==> config.mk <==
export PLATFORM = sky130hd
export DESIGN_NAME = cpu_control
export DESIGN_NICKNAME = d
export VERILOG_FILES = /design/src/rtl/cpu_pkg.sv /design/src/rtl/ir_decode.sv /design/src/rtl/cpu_control.sv
export SDC_FILE = /design/constraint.sdc
export NUM_CORES = 1
export LEC_CHECK = 0
export CAP_MARGIN = 30
export CORE_UTILIZATION = 41
export CTS_CLUSTER_SIZE = 25
export DETAILED_ROUTE_END_ITERATION = 12
export PLACE_DENSITY = 0.86
export SLEW_MARGIN = 25
export SYNTH_ARGS = -nofsm -noshare
export SYNTH_HDL_FRONTEND = slang
export SYNTH_SLANG_ARGS = --single-unit
==> constraint.sdc <==
create_clock -name clk -period 4.5 [get_ports clk]
set_clock_uncertainty 0.1 [all_clocks]
set_input_delay 0.9 -clock clk [delete_from_list [all_inputs] [get_ports clk]]
set_output_delay 0.9 -clock clk [all_outputs]
set_load 0.05 [all_outputs]
==> src/rtl/cpu_pkg.sv <==
// Shared definitions for the cpu_control block: controller state encoding,
// instruction opcode/op values, datapath mux and ALU encodings, and the
// sign-extension helpers used by the instruction field decoder.
package cpu_pkg;

    typedef enum logic [2:0] {
        ST_WAIT      = 3'd0,
        ST_DECODE    = 3'd1,
        ST_GET_A     = 3'd2,
        ST_GET_B     = 3'd3,
        ST_ALU       = 3'd4,
        ST_WRITE_REG = 3'd5,
        ST_WRITE_IMM = 3'd6
    } state_t;

    // Opcode field IR[15:13]
    localparam logic [2:0] OPC_MOV = 3'b110;
    localparam logic [2:0] OPC_ALU = 3'b101;

    // op field IR[12:11] under OPC_MOV
    localparam logic [1:0] OP_MOV_REG = 2'b00;
    localparam logic [1:0] OP_MOV_IMM = 2'b10;

    // op field IR[12:11] under OPC_ALU
    localparam logic [1:0] OP_ADD = 2'b00;
    localparam logic [1:0] OP_CMP = 2'b01;
    localparam logic [1:0] OP_AND = 2'b10;
    localparam logic [1:0] OP_MVN = 2'b11;

    // Register-file write mux
    localparam logic [1:0] VSEL_C      = 2'd0;
    localparam logic [1:0] VSEL_PC     = 2'd1;
    localparam logic [1:0] VSEL_SXIMM8 = 2'd2;
    localparam logic [1:0] VSEL_MDATA  = 2'd3;

    // ALU operation
    localparam logic [1:0] ALU_ADD  = 2'b00;
    localparam logic [1:0] ALU_SUB  = 2'b01;
    localparam logic [1:0] ALU_AND  = 2'b10;
    localparam logic [1:0] ALU_NOTB = 2'b11;

    function automatic logic [15:0] sext8(input logic [7:0] imm);
        return {{8{imm[7]}}, imm};
    endfunction

    function automatic logic [15:0] sext5(input logic [4:0] imm);
        return {{11{imm[4]}}, imm};
    endfunction

endpackage

==> src/rtl/ir_decode.sv <==
// Combinational instruction-register field extraction.
// Ports:
//   ir          - 16-bit instruction register contents
//   opcode, op  - IR[15:13], IR[12:11]
//   rn, rd, rm  - register indices IR[10:8], IR[7:5], IR[2:0]
//   shift_field - IR[4:3] shifter control
//   sximm8      - IR[7:0] sign-extended to 16 bits
//   sximm5      - IR[4:0] sign-extended to 16 bits
module ir_decode
    import cpu_pkg::*;
(
    input  logic [15:0] ir,
    output logic [2:0]  opcode,
    output logic [1:0]  op,
    output logic [2:0]  rn,
    output logic [2:0]  rd,
    output logic [2:0]  rm,
    output logic [1:0]  shift_field,
    output logic [15:0] sximm8,
    output logic [15:0] sximm5
);

    assign opcode      = ir[15:13];
    assign op          = ir[12:11];
    assign rn          = ir[10:8];
    assign rd          = ir[7:5];
    assign rm          = ir[2:0];
    assign shift_field = ir[4:3];
    assign sximm8      = sext8(ir[7:0]);
    assign sximm5      = sext5(ir[4:0]);

endmodule

==> src/rtl/cpu_control.sv <==
// Instruction register and multicycle Moore controller for the simple CPU
// datapath. An instruction is captured in WAIT, then sequenced through
// DECODE / GET_A / GET_B / ALU / WRITE_REG or WRITE_IMM, driving the
// datapath strobes and register indices from the current state and IR.
// Ports:
//   clk, reset            - clock; asynchronous active-high reset
//   in_instr, load, s     - instruction word, capture strobe, start (WAIT only)
//   Z_out                 - datapath status {V, N, Z}
//   w                     - high only while waiting for a new instruction
//   vsel, asel, bsel      - datapath mux selects
//   ALUop, shift          - ALU operation and shifter control
//   loada/b/c, loads      - pipeline register / status strobes
//   write, readnum/writenum - register-file controls
//   sximm8, sximm5        - sign-extended immediates from IR
//   N, V, Z               - status passthrough
// Build option: define CPU_CONTROL_MVN_EN to execute MVN (101/11); without
// it that encoding is treated as illegal and returns to WAIT after DECODE.
module cpu_control
    import cpu_pkg::*;
(
    input  logic        clk,
    input  logic        reset,
    input  logic [15:0] in_instr,
    input  logic        load,
    input  logic        s,
    input  logic [2:0]  Z_out,
    output logic        w,
    output logic [1:0]  vsel,
    output logic        asel,
    output logic        bsel,
    output logic [1:0]  ALUop,
    output logic        loada,
    output logic        loadb,
    output logic        loadc,
    output logic        loads,
    output logic        write,
    output logic [2:0]  readnum,
    output logic [2:0]  writenum,
    output logic [1:0]  shift,
    output logic [15:0] sximm8,
    output logic [15:0] sximm5,
    output logic        N,
    output logic        V,
    output logic        Z
);

    state_t      state_r;
    state_t      state_next_s;
    logic [15:0] ir_r;

    logic [2:0]  opcode_s;
    logic [1:0]  op_s;
    logic [2:0]  rn_s;
    logic [2:0]  rd_s;
    logic [2:0]  rm_s;
    logic [1:0]  shift_field_s;
    logic        is_mov_reg_s;
    logic        is_mvn_s;
    logic        is_cmp_s;

    ir_decode u_ir_decode (
        .ir          (ir_r),
        .opcode      (opcode_s),
        .op          (op_s),
        .rn          (rn_s),
        .rd          (rd_s),
        .rm          (rm_s),
        .shift_field (shift_field_s),
        .sximm8      (sximm8),
        .sximm5      (sximm5)
    );

    assign N = Z_out[1];
    assign V = Z_out[2];
    assign Z = Z_out[0];

    // The only MOV-opcode instruction that reaches the ALU is MOV-reg.
    assign is_mov_reg_s = (opcode_s == OPC_MOV);
    assign is_mvn_s     = (opcode_s == OPC_ALU) && (op_s == OP_MVN);
    assign is_cmp_s     = (opcode_s == OPC_ALU) && (op_s == OP_CMP);

    // Instruction register: captured only while idle, so it holds for a whole instruction.
    always_ff @(posedge clk or posedge reset) begin
        if (reset) begin
            ir_r <= 16'h0000;
        end else if ((state_r == ST_WAIT) && load) begin
            ir_r <= in_instr;
        end else begin
            ir_r <= ir_r;
        end
    end

    // Controller state register.
    always_ff @(posedge clk or posedge reset) begin
        if (reset) begin
            state_r <= ST_WAIT;
        end else begin
            state_r <= state_next_s;
        end
    end

    // Next-state and Moore output decode from state and IR.
    always_comb begin
        state_next_s = state_r;
        w            = 1'b0;
        vsel         = VSEL_C;
        asel         = 1'b0;
        bsel         = 1'b0;
        ALUop        = ALU_ADD;
        loada        = 1'b0;
        loadb        = 1'b0;
        loadc        = 1'b0;
        loads        = 1'b0;
        write        = 1'b0;
        readnum      = 3'b000;
        writenum     = 3'b000;
        shift        = 2'b00;

        case (state_r)
            ST_WAIT: begin
                w = 1'b1;
                if (s) begin
                    state_next_s = ST_DECODE;
                end else begin
                    state_next_s = ST_WAIT;
                end
            end
            ST_DECODE: begin
                if ((opcode_s == OPC_MOV) && (op_s == OP_MOV_IMM)) begin
                    state_next_s = ST_WRITE_IMM;
                end else if ((opcode_s == OPC_MOV) && (op_s == OP_MOV_REG)) begin
                    state_next_s = ST_GET_B;
                end else if ((opcode_s == OPC_ALU) && (op_s != OP_MVN)) begin
                    state_next_s = ST_GET_A;
                end else if (is_mvn_s) begin
`ifdef CPU_CONTROL_MVN_EN
                    state_next_s = ST_GET_B;
`else
                    state_next_s = ST_WAIT;
`endif
                end else begin
                    state_next_s = ST_WAIT;
                end
            end
            ST_GET_A: begin
                readnum      = rn_s;
                loada        = 1'b1;
                state_next_s = ST_GET_B;
            end
            ST_GET_B: begin
                readnum      = rm_s;
                loadb        = 1'b1;
                shift        = shift_field_s;
                state_next_s = ST_ALU;
            end
            ST_ALU: begin
                shift = shift_field_s;
                asel  = is_mov_reg_s || is_mvn_s;
                if (is_mov_reg_s) begin
                    ALUop = ALU_ADD;
                end else begin
                    ALUop = op_s;
                end
                // CMP only updates status flags; nothing is written back.
                if (is_cmp_s) begin
                    loads        = 1'b1;
                    state_next_s = ST_WAIT;
                end else begin
                    loadc        = 1'b1;
                    state_next_s = ST_WRITE_REG;
                end
            end
            ST_WRITE_REG: begin
                writenum     = rd_s;
                vsel         = VSEL_C;
                write        = 1'b1;
                state_next_s = ST_WAIT;
            end
            ST_WRITE_IMM: begin
                writenum     = rn_s;
                vsel         = VSEL_SXIMM8;
                write        = 1'b1;
                state_next_s = ST_WAIT;
            end
            default: begin
                state_next_s = ST_WAIT;
            end
        endcase
    end

endmodule
==> results of run 1 <==
[area by class of cell]
cell class,instances,area [sq um],area share
Multi-Input combinational cell,62,541,0.301
Timing Repair Buffer,69,691,0.385
Clock buffer,4,26.3,0.0146
Inverter,2,7.51,0.00418
Tap cell,44,55.1,0.0307
Sequential cell,19,475,0.265
[critical path: cells and delay by family, from the launching register on]
family,cells,cell delay (ns)
buf+inv,1,0.83
simple gates,2,0.75
flops,1,0.55
[logic make-up after synthesis]
group           count (synthesis)  synth area share
flops                          19             0.358
xor+xnor                        1           0.00659
simple gates                   29             0.145
buf+inv                        44             0.238
compound gates                 14            0.0857
mux                            16             0.164
other cells                     1           0.00282
[sequential cells by signal, indices dropped and copies added, names as in the netlist]
name and count:
ir_r 16, state_r 3
[placed cells by master, fill, tap and decap left out, drive strengths merged, types with 2 or more instances in the layout]
cell / count
a21oi: 2
a22o: 3
a22oi: 3
and2: 5
and3: 2
clkbuf: 4
clkdlybuf4s50: 69
conb: 2
dfrtp: 19
inv: 2
mux2: 16
nand2b: 3
nor2: 5
nor2b: 4
nor3: 3
o21ai: 2
[worst paths after layout]
check	slack, ns	startpoint	to
max	1.08	state_r[2]$_DFF_PP0_	loads
max reg2reg	2.39	state_r[2]$_DFF_PP0_	ir_r[8]$_DFFE_PP0P_
min	0.44	ir_r[9]$_DFFE_PP0P_	ir_r[9]$_DFFE_PP0P_
min in group asynchronous	0.91	reset	ir_r[8]$_DFFE_PP0P_
max in group asynchronous	2.94	reset	state_r[0]$_DFF_PP0_
min reg2reg	0.44	ir_r[9]$_DFFE_PP0P_	ir_r[9]$_DFFE_PP0P_
[stage by stage]
step | hold slack [ns] | setup WS [ns]
floorplan | 0.382 | 1.45
CTS | 0.442 | 1.04
detailed placement | 0.418 | 1.39
finish | 0.435 | 1.08
global placement | 0.412 | 1.42
global route | 0.482 | 0.909
[per-layer routing]
metal	wire length, um	vias to the layer above
met5	0	-
li1	-	447
met1	1080	436
met2	1370	49
met4	30	0
met3	198	4
==> metrics.md, run 1 <==
| Metric | Value |
|---|---|
| Layout Nets | `180` |
| Dpl cells | `roughly 200` |
| Cell area after synthesis | `1330 sq um` |
| CP max stage cell | `clkdlybuf4s50_1` |
| Met3 Use GR | `0.0484` |
| Post-cts sizing count | `0` |
| First-pass GRT wire length | `4.37 mm` |
| Hold buffer count at cts | `0` |
| Total number of vias | `936` |
| Fmax achieved | `0.292 GHz` |
| Met2 usage | `0.289` |
| Synth cell count leaders | `38 x buf_4, 19 x dfrtp_1, 10 x mux2_4, 6 x mux2_1` |
| Final non-filler cell total | `200` |
| Post-synth EDFFs | `0` |
| Most used DFF post-synth | `dfrtp_1` |
| Max cap viols | `0` |
| R2R cell count | `3` |
| Global routing's busiest layer | `met2` |
| Layout area overhead | `35.1%` |
| Worst Path Arrival | `2.42 ns` |
| CP cell instances | `or3b_2, nor3_1, clkdlybuf4s50_1` |
| Synth warn | `0` |
| Crit path time final | `3.42 ns` |
| RePlAce Congestion | `0.812` |
| Req. time, crit path | `~3.5 ns` |
| Initial core utilization | `0.435` |
| Ant. Diodes | `0` |
| # setup viols final | `0` |
| Final Slew Violations | `0` |
| DIE WIDTH | `58.9 um` |
| PortBufs | `69` |
| Setup TNS | `0 ns` |
| CTS H-tree depth | `1` |
| I/O Pins | `78` |
| Placed Area | `1770 sq um` |
| Height of the die | `58.9 um` |
| Share of the synthesized area in the top cell type | `0.358` |
| Area of the core | `3050 sq um` |
| Drt initial violations | `28` |
| Number of hold violations in the final report | `0` |
| Grt met1 use | `0.212` |
| Number of global-route vias before repair | `874` |
| Clock buffer depth | `2` |
| Register area share after synthesis | `0.358` |
| Hold crit path type | `flop to flop` |
| Post-route cell area | `1800 sq um` |
| Hold path cells | `1` |
| Area contributors post-synth | `dfrtp_1 36%, buf_4 21%, mux2_4 11%` |
| Worst slew margin | `0.375` |
| Routed wire length | `2.68 mm` |
| Post-synthesis cell type count | `34` |
| CTS Sinks | `19` |
| FP Rows | `20` |
| Routed Antenna Nets | `0` |
| Die area | `3470 sq um` |
| Antenna violations before repair | `0` |
| RSZ-0062 raised after global routing | `false` |
| Setup crit end kind | `output port` |
| Clk_lat worst skew | `0.29 ns` |
| CTS tree | `yes` |
| CP peak stage delay | `0.83 ns` |
| Share of flip-flops with an asynchronous set or reset | `1.00` |
| Worst Setup Start Kind | `flop` |
| Synthesized flop and latch total | `19` |
| Cell with the most instances after synthesis | `buf_4` |
| Vias/cell | `4.68` |
| Post-DP HPWL | `2.09 mm` |
| Filler cell count | `270` |
| TritonCTS buffer count | `3` |
| Share of cells above drive strength 1 | `0.135` |
| Total track usage | `0.173` |
| Type of the worst setup path | `flop to output port` |
| First-pass detailed-route iteration total | `4` |
| Layout Utilization | `0.588` |
| Final period utilization | `0.760` |
| Status | `complete, no violations` |
| Remaining DRCs | `0` |
| Clock slew at reported path FFs | `about 0.1 ns` |
| Post-CTS setup buffers | `0` |
| Largest net degree at the start of global routing | `20` |
| Root buf cell | `clkbuf_4` |
| Total gr overflow | `0` |
| Syn Inst Count | `124` |
| Wirelength per Cell | `13.4 um` |
| CP max FO | `13` |
| Area leader, netlist | `dfrtp_1` |
| Worst-Margin Slew | `0.938 ns` |
| Mean Syn Cell Area | `~11 sq um` |
Power of run 1 is left out: the tool's default activity adds up to more than one toggle a clock period on the data nets, which glitch-free logic cannot reach.
==> run 2, diff against run 1 <==
Settings changed: CORE_UTILIZATION 41 to 34, PLACE_DENSITY 0.86 to 0.76.
Clock period 4.5 ns to 2.85 ns, I/O delays scaled along.
==> metrics.md, run 2 (synthesized netlist as in run 1, its figures left out) <==
| Metric | Value |
|---|---|
| Crit path time final | `approximately 2.8 ns` |
| Drt initial violations | `68 (was 28)` |
| Post-DP HPWL | `2.26 mm (was 2.09 mm)` |
| First-pass detailed-route iteration total | `4 (unchanged)` |
| FP Rows | `22 (was 20)` |
| Largest Register | `ir_r (unchanged)` |
| CTS tree | `yes (unchanged)` |
| Worst Setup Start Kind | `flop (unchanged)` |
| Wirelength per Cell | `14.4 um (was 13.4 um)` |
| Height of the die | `64.5 um (was 58.9 um)` |
| CP Buf/Inv Count | `1 (unchanged)` |
| Number of hold violations in the final report | `0 (unchanged)` |
| Worst-Margin Slew | `0.714 ns (was 0.938 ns)` |
| RSZ-0062 raised after global routing | `false (unchanged)` |
| Clock slew at reported path FFs | `0.07 ns (was 0.10 ns)` |
| Type of the worst setup path | `flop to output port (unchanged)` |
| First-pass GRT wire length | `4.53 mm (was 4.37 mm)` |
| CP cell instances | `nor2b_1, and2_1, clkdlybuf4s50_1 (was or3b_2, nor3_1, clkdlybuf4s50_1)` |
| Area of the core | `3720 sq um (was 3050 sq um)` |
| Final Slew Violations | `0 (unchanged)` |
| Setup crit end kind | `output port (unchanged)` |
| Multi-input gate area | `541 sq um (unchanged)` |
| Vias/cell | `4.69 (was 4.68)` |
| Root buf cell | `clkbuf_8 (was clkbuf_4)` |
| Total gr overflow | `0 (unchanged)` |
| Hold crit path type | `flop to flop (unchanged)` |
| Fmax achieved | `0.364 GHz` |
| Worst slew margin | `0.524 (was 0.375)` |
| Commonest non-fill, non-tap cell in the layout | `clkdlybuf4s50_1 (unchanged)` |
| Initial core utilization | `0.358 (was 0.435)` |
| Total number of vias | `962 (was 936)` |
| Layout Nets | `181 (was 180)` |
| Share of cells above drive strength 1 | `0.229 (was 0.135)` |
| Antenna violations before repair | `0 (unchanged)` |
| CP max FO | `8 (was 13)` |
| Filler cell count | `349 (was 270)` |
| Max cap viols | `0 (unchanged)` |
| CP peak stage delay | `0.79 ns (was 0.83 ns)` |
| Remaining DRCs | `0 (unchanged)` |
| CTS H-tree depth | `1 (unchanged)` |
| Die area | `4160 sq um (was 3470 sq um)` |
| Final period utilization | `0.965` |
| Commonest non-fill, non-tap cells in the layout | `55 x clkdlybuf4s50_1, 19 x dfrtp_1, 11 x buf_4 (was 69 x clkdlybuf4s50_1, 19 x dfrtp_1, 10 x mux2_4)` |
| Req. time, crit path | `2.18 ns (was 3.50 ns)` |
| I/O Pins | `78 (unchanged)` |
| CTS Sinks | `19 (unchanged)` |
| Largest register FFs | `16 (unchanged)` |
| DIE WIDTH | `64.5 um (was 58.9 um)` |
| Post-cts sizing count | `0 (unchanged)` |
| Reg area | `475 sq um (unchanged)` |
| Largest net degree at the start of global routing | `20 (unchanged)` |
| Routed Antenna Nets | `0 (unchanged)` |
| RePlAce Congestion | `0.748 (was 0.812)` |
| # setup viols final | `0 (unchanged)` |
| TritonCTS buffer count | `3 (unchanged)` |
| PortBufs | `69 (unchanged)` |
| Hold buffer count at cts | `0 (unchanged)` |
| CP top delay family | `buffers and inverters (unchanged)` |
| Routed wire length | `2.95 mm (was 2.68 mm)` |
| Ant. Diodes | `0 (unchanged)` |
| Post-CTS setup buffers | `0 (unchanged)` |
| CP max stage cell | `clkdlybuf4s50_1 (unchanged)` |
| Status | `complete, no violations (unchanged)` |
| Clock buffer depth | `2 (unchanged)` |
| Setup TNS | `0 ns (unchanged)` |
| Worst Path Arrival | `2.08 ns (was 2.42 ns)` |
| Clk_lat worst skew | `0.26 ns (was 0.29 ns)` |
| Largest registers | `ir_r x16, state_r x3 (unchanged)` |
| Total track usage | `0.147 (was 0.173)` |
| Number of global-route vias before repair | `839 (was 874)` |
| Layout area overhead | `38.1% (was 35.1%)` |
==> run 2: changes by cell type in the layout (fill, tap and decap cells not counted), sizes merged <==
cell	previous run	this run
buf	0	14
clkbuf	4	3
clkdlybuf4s50	69	55
clkinv	0	1
dlymetal6s2s	0	1
==> run 2: worst paths after layout <==
path | start | endpoint | slack (ns) | cells after the start
max | state_r[1]$_DFF_PP0_ | vsel[1] | 0.1 | 3
min | ir_r[6]$_DFFE_PP0P_ | ir_r[6]$_DFFE_PP0P_ | 0.43 | 1
max reg2reg | state_r[2]$_DFF_PP0_ | ir_r[8]$_DFFE_PP0P_ | 1.09 | 4
min reg2reg | ir_r[6]$_DFFE_PP0P_ | ir_r[6]$_DFFE_PP0P_ | 0.43 | 1
max in group asynchronous | reset | ir_r[14]$_DFFE_PP0P_ | 1.58 | 2
min in group asynchronous | reset | ir_r[5]$_DFFE_PP0P_ | 0.62 | 2
==> run 2: area by class of cell <==
class,instances,share of cell area
repair buffers,70,0.384
inverters,2,0.00409
flip-flops and latches,19,0.259
multi-input cells,62,0.294
clock inverters,1,0.00273
well taps,48,0.0327
clock buffers,3,0.0225
==> run 2: through the flow <==
step / cells / instance area, sq um / worst slack [ns] / hold WS, ns / utilization
3_3_place_gp: 201 / 1790 / 0.471 / 0.415 / 0.481
2_1_floorplan: 125 / 1330 / 0.132 / 0.382 / -
4_1_cts: 205 / 1830 / 0.134 / 0.432 / 0.493
5_1_grt: 205 / 1840 / 0.00666 / 0.466 / 0.494
3_5_place_dp: 201 / 1790 / 0.417 / 0.413 / 0.481
6_report: 205 / 1840 / 0.0996 / 0.426 / 0.494
==> run 2: routing by layer <==
layer / share of wire / track usage
met1: 0.43 / 0.193
met2: 0.49 / 0.230
met3: 0.056 / 0.0141
met4: 0.023 / 0.0917
met5: 0 / 0
Power of run 2 is left out for the same reason.
==> patch 1: new RTL, flow settings as in run 2 <==
Re-encode `state_t` (7 states) as Gray code, 3 bits wide.
--- a/src/rtl/cpu_pkg.sv
+++ b/src/rtl/cpu_pkg.sv
@@ -5,11 +5,11 @@
 
     typedef enum logic [2:0] {
-        ST_WAIT      = 3'd0,
-        ST_DECODE    = 3'd1,
-        ST_GET_A     = 3'd2,
-        ST_GET_B     = 3'd3,
-        ST_ALU       = 3'd4,
-        ST_WRITE_REG = 3'd5,
-        ST_WRITE_IMM = 3'd6
+        ST_WAIT      = 3'b000,
+        ST_DECODE    = 3'b001,
+        ST_GET_A     = 3'b011,
+        ST_GET_B     = 3'b010,
+        ST_ALU       = 3'b110,
+        ST_WRITE_REG = 3'b111,
+        ST_WRITE_IMM = 3'b101
     } state_t;
 
Check against the original RTL: no difference found for any inputs over 10 cycles, from zero or initial values and one cycle with reset high; not proved beyond that.
==> patch 1 against run 2 <==
Sequential cell count did not move. Wire length shrank 1.0%. Hold slack better by 0.023 ns. Sequential share of layout area is 0.32 points higher. Design area decreased by 1.2%. Synthesized area grew 1.1%. Worst setup slack improved by 0.0088 ns.
Power is left out: the tool's default activity adds up to more than one toggle a clock period on the data nets, which glitch-free logic cannot reach.
==> patch 1: results (changes against run 2) <==
clocking:
  ctsHtreeMaxLevel: 1  # unchanged
  path_clk_slew_ns: 0.07  # about the same
  cts_buffer_depth: 2  # unchanged
  cts_buffers: 3  # unchanged
  clock_tree.root_cell: "clkbuf_8"  # unchanged
  clkLatencyLatePin_ns: 0.26  # about the same
  post_cts_buffers: 0  # unchanged
route:
  firstDrtPassIters: 4  # unchanged
  avgViaCountPerCell: 4.58  # was 4.69
  first_iter_violations: 60  # was 68
  wl_microns: 2920  # was 2950 microns
placement:
  gp_congestion: 0.821  # was 0.748
  dpl.hpwl_microns: 2150  # was 2260 microns
  io_buffers: 69  # unchanged
grt:
  grt_pass1_wl_microns: 4220  # was 4530 microns
  grt_max_degree: 20  # unchanged
  grt_use_total_pct: 13.4  # was 14.7%
  grt_pass1_vias: 814  # was 839
yosys:
  async_reset_ff_share_pct: 100  # unchanged
  synth_warnings: 0  # unchanged
  synth_commonest_cells: "buf_4, dfrtp_1, mux2_4"  # unchanged
  seq_area_frac_synth_pct: 35.4  # was 35.8%
  ys_types: 32  # was 34
  synthTopCellsByArea: "dfrtp_1, buf_4, mux2_4"  # unchanged
worst_setup_path:
  slowest_delay_ns: 0.82  # was 0.79 ns
  cp_max_fo: 7  # was 8
  crit_path_top_delay_cell: "clkdlybuf4s50_1"  # unchanged
  critPathTopFamily: "buffers and inverters"  # unchanged
sta:
  setup_tns_ns: 0  # unchanged
  relSlewSlack_pct: 51.8  # was 52.4%
cells_and_area:
  reg_top3: "ir_r: 16 flops, state_r: 3 flops"  # unchanged
  nets: 183  # was 181
  antennaDiodeCount: 0  # unchanged
  drive_gt1_share_pct: 20.1  # was 22.9%
run_status:
  status: "complete, no violations"  # unchanged
hold_path:
  hold_path.class: "flop to flop"  # unchanged
patch 1: cell types whose count changed after synthesis, sizes merged, moves of 2 or more:
cell    change
a22oi       -3
inv         +2
mux2i       +4
nand2       +3
nand3b      +2
nor2b       -2
o21ai       -2
patch 1: cell families (layout without fill, tap and decap cells):
| logic type | Yosys count | in the layout | synth area share [%] |
|---|---|---|---|
| DFF | 19 | 19 | 35.4 |
| muxes | 20 | 20 | 19.2 |
| other | 1 | 2 | 0.279 |
| and+or+nand+nor | 29 | 29 | 13.3 |
| buffers and inverters | 45 | 77 | 25.0 |
| AOI/OAI and AO/OA | 12 | 12 | 6.80 |
patch 1: cell type report:
cell class / instances / area, sq um
multi-input combinational: 63 / 541
sequential: 19 / 475
clock inverter: 1 / 5.00
inverter: 4 / 15.0
clock buffer: 3 / 41.3
tap: 48 / 60.1
timing repair buffer: 69 / 676
fill: 348 / 1900
patch 1: worst register-to-register path: cells and delay by family (launching register included):
kind             cells  cell delay (ns)
and+or+nand+nor      2             0.66
DFF                  1             0.52
muxes                1             0.38
patch 1: layer usage:
layer | GRT usage [%] | vias up | wire length, microns
met3 | 4.05 | 5 | 293
met2 | 19.7 | 57 | 1200
met4 | 5.00 | 0 | 36
met1 | 18.2 | 436 | 1390
li1 | - | 451 | -
met5 | 0 | - | 0
patch 1: repair_timing:
action                                  4_1_cts  5_1_grt
hold buffers                                  0        0
endpoints found under the setup margin        0        1
gates resized for setup                       0        1
patch 1: worst paths after layout:
check / from / to / slack (ns) / cells past startpoint
worst max register to register: state_r[1] / ir_r[9] / 1.07 / 3
worst min-delay path: ir_r[10] / ir_r[10] / 0.45 / 1
max in group asynchronous: reset / ir_r[5] / 1.56 / 2
worst max-delay path: ir_r[14] / loads / 0.11 / 4
worst min register to register: ir_r[10] / ir_r[10] / 0.45 / 1
min in group asynchronous: reset / ir_r[3] / 0.63 / 2
patch 1: per-stage QoR:
stage               worst slack, ns  std cells  util (%)  instance area (sq um)  hold slack, ns
finish                        0.108        207      48.8                   1810           0.449
global route                 0.0372        207      48.8                   1810           0.475
CTS                          0.0573        207      48.7                   1810           0.448
detailed placement            0.358        203      47.5                   1760           0.425
global placement              0.417        203      47.5                   1760           0.423
floorplan                     0.262        127         -                   1350           0.403
==> patch 2: new RTL, settings of run 2 <==
Without the edit above. The option `CPU_CONTROL_MVN_EN` is turned on by a define.
--- a/src/rtl/cpu_control.sv
+++ b/src/rtl/cpu_control.sv
@@ -16,4 +16,6 @@
 // Build option: define CPU_CONTROL_MVN_EN to execute MVN (101/11); without
 // it that encoding is treated as illegal and returns to WAIT after DECODE.
+`define CPU_CONTROL_MVN_EN
+
 module cpu_control
     import cpu_pkg::*;
Function: changed (a bounded check fails within 4 cycles, from zero or initial values and one cycle with reset high).
==> patch 2 against run 2 <==
Wire length shrank 2.5%. Maximum frequency grew 1.7%. Sequential cell count is the same. Synthesized area grew 4.4%. Design area grew 2.3%. Worst setup slack gained 0.047 ns. Synthesized cell count grew 5.6%.
Power is not shown: default switching activity piles up to over one toggle a cycle in this logic, so the estimate is an artifact.
==> patch 2: results (changes against run 2) <==
worst_setup_path:
  cp_max_fo: 10  # was 8
placement:
  io_buffers: 69  # unchanged
  gp_congestion: 0.810  # was 0.748
  dpl.hpwl_microns: 2150  # was 2260 microns
  pre_cts_slack_ns: 0.424  # was 0.417 ns
route:
  firstDrtPassIters: 4  # unchanged
  first_iter_violations: 20  # was 68
  wl_per_cell_microns: 13.8  # was 14.4 microns
  vias: 980  # was 962
cells_and_area:
  nets: 185  # was 181
  fillers: 336  # was 349
  reg_top3: "ir_r: 16 flops, state_r: 3 flops"  # unchanged
  top_register: "ir_r"  # unchanged
  antennaDiodeCount: 0  # unchanged
  drive_gt1_share_pct: 23.6  # was 22.9%
grt:
  grt_pass1_vias: 927  # was 839
  use_met1_pct: 17.7  # was 19.3%
  grt_max_degree: 20  # unchanged
  antenna_found_initial: 0  # unchanged
  use_met3_pct: 3.28  # was 1.41%
  met2_usage_pct: 21.6  # was 23.0%
  grt_use_total_pct: 13.5  # was 14.7%
  grt_pass1_wl_microns: 4540  # was 4530 microns
yosys:
  synth_warnings: 0  # unchanged
  async_reset_ff_share_pct: 100  # unchanged
  ys_types: 38  # was 34
  synth_ff_type: "dfrtp_1"  # unchanged
  synthTopCellsByArea: "dfrtp_1, buf_4, mux2_4"  # unchanged
  synth_commonest_cells: "buf_4, dfrtp_1, mux2_4"  # unchanged
  seq_area_frac_synth_pct: 34.3  # was 35.8%
clocking:
  cts_buffer_depth: 2  # unchanged
  cts_buffers: 3  # unchanged
  post_cts_resized: 0  # unchanged
  clock_tree.root_cell: "clkbuf_8"  # unchanged
  path_clk_slew_ns: 0.07  # about the same
  post_cts_buffers: 0  # unchanged
  clkLatencyLatePin_ns: 0.25
  ctsHtreeMaxLevel: 1  # unchanged
sta:
  worstMarginPinSlew_ns: 0.726  # was 0.714 ns
hold_path:
  hold_path.class: "flop to flop"  # unchanged
run_status:
  status: "complete, no violations"  # unchanged
patch 2: cell types whose count changed after synthesis, moves of 2 or more:
cell	change
nand2b_1	-2
mux2_1	-6
mux2_2	+6
a211o_1	+2
and3_1	-2
or3b_1	+2
o21ai_0	+2
patch 2: path summary, 6_finish.rpt:
| kind | startpoint | cells past startpoint | to | slack (ns) |
|---|---|---|---|---|
| max | state_r[0] | 3 | write | 0.15 |
| min | ir_r[10] | 1 | ir_r[10] | 0.46 |
| max reg2reg | state_r[2] | 3 | ir_r[7] | 1.12 |
| min reg2reg | ir_r[10] | 1 | ir_r[10] | 0.46 |
| max in group asynchronous | reset | 2 | ir_r[12] | 1.55 |
| min in group asynchronous | reset | 2 | state_r[0] | 0.64 |
patch 2: routing by layer:
metal / up-vias / share of wire, % / wire length [microns]
met3: 4 / 7.2 / 208
met2: 47 / 46 / 1330
met1: 464 / 45 / 1310
met5: - / 0 / 0
met4: 0 / 0.94 / 27
li1: 465 / - / -
patch 2: kinds of logic after synthesis:
logic type,Yosys count,synth area share [%]
other,1,0.270
flip-flops,19,34.3
buffers and inverters,47,25.9
AO/OA/AOI/OAI,17,8.93
AND/OR/NAND/NOR,32,16.1
multiplexers,15,14.6
patch 2: area by class of cell:
class                      instances  share of cell area [%]
inverter                           2                   0.400
timing repair buffer              70                    38.8
sequential                        19                    25.3
clock buffer                       4                    2.40
multi-input combinational         66                    29.9
tap                               48                    3.20
patch 2: stage by stage:
stage | utilization [%] | area, sq um | std cells
after detailed placement | 48.3 | 1830 | 205
after floorplan | - | 1400 | 132
after global routing | 49.4 | 1880 | 209
after global placement | 48.3 | 1830 | 205
after CTS | 49.4 | 1880 | 209
final | 49.4 | 1880 | 209
patch 2: worst max-delay path, stage by stage, from the launching register on:
cell and delay [ns]:
dfrtp_1 0.52, nor2b_1 0.31, o21a_1 0.15, clkdlybuf4s50_1 0.79
